## config.mk

```make
export PLATFORM = sky130hd
export DESIGN_NAME = instr_sequencer
export DESIGN_NICKNAME = d
export VERILOG_FILES = /design/src/rtl/instr_sequencer.sv
export SDC_FILE = /design/constraint.sdc
export NUM_CORES = 1
export LEC_CHECK = 0
export ABC_AREA = 0
export BUFFER_PORTS_ARGS = -buffer_cell sky130_fd_sc_hd__buf_2
export CORE_UTILIZATION = 49
export DETAILED_ROUTE_END_ITERATION = 10
export GPL_ROUTABILITY_DRIVEN = 0
export PLACE_DENSITY = 0.8
export SKIP_CTS_REPAIR_TIMING = 1
export SYNTH_ARGS = -nofsm -noshare
export SYNTH_HDL_FRONTEND = slang
export SYNTH_SLANG_ARGS = --single-unit
export TNS_END_PERCENT = 1
```

## constraint.sdc

```tcl
create_clock -name clk -period 2.5 [get_ports clk]
set_clock_uncertainty 0.15 [all_clocks]
set_input_delay 0.125 -clock clk [delete_from_list [all_inputs] [get_ports clk]]
set_output_delay 0.125 -clock clk [all_outputs]
set_load 0.005 [all_outputs]
```

## src/rtl/instr_sequencer.sv

```systemverilog
// Multi-cycle phase controller: walks one instruction at a time through
// FETCH..WRITEBACK and emits one-cycle enable strobes on a single clock.
module instr_sequencer #(
  parameter int CNT_W       = 32,
  parameter int MEM_TIMEOUT = 15
) (
  input  logic             clk,
  input  logic             rst,
  input  logic             start,
  input  logic             halt_req,
  input  logic             mem_read,
  input  logic             mem_write,
  input  logic             reg_write,
  input  logic             branch,
  input  logic             uncondbranch,
  input  logic             alu_zero,
  input  logic             mem_ready,
  output logic             fetch_en,
  output logic             decode_en,
  output logic             rf_read_en,
  output logic             ex_en,
  output logic             rf_write_en,
  output logic             pc_write,
  output logic             mem_en,
  output logic             pc_src,
  output logic [2:0]       state,
  output logic             fault,
  output logic [CNT_W-1:0] instr_count,
  output logic [CNT_W-1:0] cycle_count
);

  typedef enum logic [2:0] {
    S_IDLE      = 3'd0,
    S_FETCH     = 3'd1,
    S_DECODE    = 3'd2,
    S_READ      = 3'd3,
    S_EXECUTE   = 3'd4,
    S_MEMORY    = 3'd5,
    S_WRITEBACK = 3'd6,
    S_HALT      = 3'd7
  } state_t;

  localparam logic [7:0] WAIT_LAST = 8'(MEM_TIMEOUT - 1);

  state_t           state_q, state_d;
  logic             mem_read_l, mem_write_l, reg_write_l, branch_l, uncond_l;
  logic             taken_l, halt_pending, fault_q;
  logic [7:0]       wait_cnt;
  logic [CNT_W-1:0] instr_cnt, cycle_cnt;

  logic complete, timeout, taken_now, halt_now;

  // Memory handshake: while in MEMORY, mem_en is held high; the access is
  // finished in the cycle mem_ready=1 is sampled, and wait_cnt counts every
  // MEMORY cycle seen with mem_ready=0 until MEM_TIMEOUT forces a fault.
  always_comb begin
    state_d   = state_q;
    complete  = 1'b0;
    timeout   = 1'b0;
    taken_now = uncond_l | (branch_l & alu_zero);
    halt_now  = halt_pending | halt_req;
    case (state_q)
      S_IDLE:    if (start) state_d = halt_now ? S_HALT : S_FETCH;
      S_FETCH:   state_d = S_DECODE;
      S_DECODE:  state_d = S_READ;
      S_READ:    state_d = S_EXECUTE;
      S_EXECUTE: begin
        if (mem_read_l | mem_write_l) state_d = S_MEMORY;
        else if (reg_write_l)         state_d = S_WRITEBACK;
        else                          complete = 1'b1;
      end
      S_MEMORY: begin
        if (mem_ready) begin
          if (mem_read_l & reg_write_l) state_d = S_WRITEBACK;
          else                          complete = 1'b1;
        end else if (wait_cnt >= WAIT_LAST) begin
          state_d = S_HALT;
          timeout = 1'b1;
        end
      end
      S_WRITEBACK: complete = 1'b1;
      S_HALT:      state_d = S_HALT;
      default:     state_d = S_IDLE;
    endcase
    if (complete) state_d = halt_now ? S_HALT : S_FETCH;
  end

  always_ff @(posedge clk or negedge rst) begin
    if (!rst) begin
      state_q      <= S_IDLE;
      mem_read_l   <= 1'b0;
      mem_write_l  <= 1'b0;
      reg_write_l  <= 1'b0;
      branch_l     <= 1'b0;
      uncond_l     <= 1'b0;
      taken_l      <= 1'b0;
      halt_pending <= 1'b0;
      fault_q      <= 1'b0;
      wait_cnt     <= 8'd0;
      instr_cnt    <= '0;
      cycle_cnt    <= '0;
    end else begin
      state_q <= state_d;
      if (halt_req) halt_pending <= 1'b1;
      if (timeout)  fault_q <= 1'b1;
      if (state_q == S_READ) begin
        mem_read_l  <= mem_read;
        mem_write_l <= mem_write;
        reg_write_l <= reg_write;
        branch_l    <= branch;
        uncond_l    <= uncondbranch;
      end
      if (state_q == S_EXECUTE) taken_l <= taken_now;
      if (state_q != S_MEMORY)  wait_cnt <= 8'd0;
      else if (!mem_ready)      wait_cnt <= wait_cnt + 8'd1;
      if (complete && instr_cnt != '1) instr_cnt <= instr_cnt + 1'b1;
      if (state_q != S_IDLE && state_q != S_HALT && cycle_cnt != '1)
        cycle_cnt <= cycle_cnt + 1'b1;
    end
  end

  assign fetch_en    = (state_q == S_FETCH);
  assign decode_en   = (state_q == S_DECODE);
  assign rf_read_en  = (state_q == S_READ);
  assign ex_en       = (state_q == S_EXECUTE);
  assign rf_write_en = (state_q == S_WRITEBACK);
  assign mem_en      = (state_q == S_MEMORY);
  assign pc_write    = complete;
  // EXECUTE completes in the same cycle the branch is resolved, so use it live.
  assign pc_src      = complete & ((state_q == S_EXECUTE) ? taken_now : taken_l);
  assign state       = state_q;
  assign fault       = fault_q;
  assign instr_count = instr_cnt;
  assign cycle_count = cycle_cnt;

endmodule

```

==> impl_metrics.json <==
{
  "syn_avg_cell_area_um2": 10.6,
  "synth.net_count": 406,
  "nFillCells": 690,
  "num_antenna_cells": 0,
  "status": "finished, final reports clean",
  "clock-root-buffer": "clkbuf_8",
  "vias_per_cell": 5.54,
  "rows": 33,
  "clk_latency_ns": 0.36,
  "vias": 3343,
  "cts_tree": "done",
  "seq_area_frac_synth_pct": 49.9,
  "timing.hold.ws_ns": 0.176,
  "yosysTopAreaCell": "dfrtp_1",
  "async_reset_ff_share_pct": 100,
  "drc": 0,
  "grt_pass1_wl_um": 15200,
  "critPathArrivalTime_ns": 1.99,
  "synth_top_area_share_pct": 49.9,
  "nNetsFinal": 508,
  "rsz0062_at_grt": "false",
  "critPathKind": "register to primary output",
  "cts_buffer_depth": 2,
  "synth-edff-count": 0,
  "placeableCoreArea_mm2": 0.00822,
  "end_kind": "primary output",
  "cts_inserted_buffers": 9,
  "antenna_found_initial": 0,
  "maxCapViolCount": 0,
  "tightestPinTransition_ns": 0.640,
  "ys_ff_latch": 83,
  "hold_path_class": "input port to asynchronous set/reset pin",
  "grt_overflow": 0,
  "syn_area_mm2": 0.00416,
  "synth_area_leaders": "dfrtp_1 (50%), xnor2_1 (8.8%), xor2_1 (5.7%), nand3_1 (3.8%), nand4_1 (3.6%)",
  "cts_sinks": 83,
  "wl_per_cell_um": 15.3,
  "tns_ns": 0,
  "grt_pass1_vias": 3077,
  "drive_gt1_share_pct": 26.3,
  "setup_violations": 0,
  "power_density_mw_per_mm2": 553,
  "cp.required_ns": 2.23,
  "drt_first_pass_iters": 4,
  "fp.dieH_um": 94.1,
  "synth.distinct_cells": 48,
  "synth_commonest_cells": "dfrtp_1 (83), xnor2_1 (42), nand3_1 (32), nand2_1 (31), xor2_1 (27)",
  "synth-main-ff-cell": "dfrtp_1",
  "total_leakage_power_nw": 2.44,
  "synthMostInstantiatedCell": "dfrtp_1",
  "dp_hpwl_um": 6610,
  "dieWidth_um": 94.1,
  "clk_pin_slew_worst_paths_ns": 0.09,
  "hold_viol_final": 0,
  "grt_max_degree": 50,
  "area_growth_pct": 20.7,
  "drt_iter0_drc": 210,
  "start_util_pct": 50.6,
  "ys_warn_count": 0,
  "ant_nets": 0,
  "slew_headroom_pct": 57.3,
  "h-tree-depth": 3,
  "period_share_pct": 90.5,
  "routed_wirelength_um": 9220,
  "pin_count": 87,
  "die_area_mm2": 0.00886,
  "io_buffers": 86,
  "maxSlewViolCount": 0,
  "vdd_drop_max_mv": 0.446,
  "grt_usage_pct": 22.1,
  "worstSetupStartpointType": "register",
  "fmax_mhz": 442,
  "crit_fanout": 16,
  "period_minus_slack_ns": 2.26,
  "syn_inst": 391
}
flip-flops by register name, summed over array words and instances, names as in the netlist:
register and cells:
cycle_count 32, instr_count 32, wait_cnt 8, state 3
branch_l 1, fault 1, halt_pending 1, mem_read_l 1
mem_write_l 1, reg_write_l 1, taken_l 1, uncond_l 1
worst max-delay path: stages, from the launching register on:
cell and delay, ns:
dfrtp_1 0.61, nand3b_1 0.22, nor2_1 0.22, nor2_1 0.08, inv_1 0.08, buf_4 0.19
and2_1 0.13, buf_2 0.10
cell usage in the layout (no fill, tap or decap), types with 8 or more instances in the layout:
cell            n
nand4_1        24
nand3_1        32
inv_1          11
xor2_1         27
buf_2          85
and3_1         10
nor3_1         10
dlygate4sd3_1  10
dfrtp_1        83
nor2_1         23
nand2_1        31
and4_1         10
xnor2_1        42
nor3b_1         8
clkbuf_8       10
through the flow:
step | power, mW | setup slack (ns) | instance area (µm²) | utilization (%) | cells
after floorplan | 1.69 | 0.586 | 4160 | - | 391
after global placement | 1.81 | 0.455 | 4730 | 57.5 | 577
after detailed placement | 1.83 | 0.323 | 4730 | 57.5 | 577
after CTS | 2.79 | 0.227 | 4920 | 59.9 | 593
after global routing | 2.91 | 0.0310 | 5020 | 61.1 | 603
final | 2.77 | 0.237 | 5020 | 61.1 | 603
logic make-up after synthesis:
group | after synthesis | share of synthesized area, %
xor gates and xnor gates | 69 | 14.5
AOI/OAI and AO/OA | 29 | 5.68
muxes | 7 | 1.89
DFF | 83 | 49.9
and+or+nand+nor | 176 | 24.3
buffers and inverters | 23 | 2.50
adders and majority gates | 4 | 1.20
final timing paths:
check	from	endpoint	slack, ns	cells past startpoint
worst max register to register	instr_count[23]	instr_count[1]	0.25	5
max in group asynchronous	rst	instr_count[2]	1.40	3
worst min register to register	fault	fault	0.33	1
min in group clk	fault	fault	0.33	1
worst max-delay path	state[2]	pc_src	0.24	7
worst min-delay path	rst	cycle_count[22]	0.18	2
power breakdown:
| part | leakage, nW | switching [mW] | internal [mW] |
|---|---|---|---|
| combinational | 1.24 | 0.134 | 0.145 |
| clock | 0.0991 | 0.472 | 0.484 |
| sequential | 1.10 | 0.103 | 1.44 |
layout make-up:
type / count / area (µm²) / share of cell area, %
Clock inverter: 5 / 52.6 / 1.05
Inverter: 11 / 41.3 / 0.822
Sequential cell: 83 / 2080 / 41.4
Multi-Input combinational cell: 285 / 1980 / 39.4
Tap cell: 105 / 131 / 2.62
Timing Repair Buffer: 103 / 598 / 11.9
Clock buffer: 11 / 141 / 2.82
routing by layer:
layer | GRT usage, % | vias to the layer above | routed length (µm)
met5 | 0 | - | 0
met4 | 6.79 | 0 | 134
met3 | 6.63 | 18 | 557
met2 | 34.7 | 111 | 4380
li1 | - | 1585 | -
met1 | 29.2 | 1629 | 4150
No activity file was read; power rests on OpenSTA's default activity.
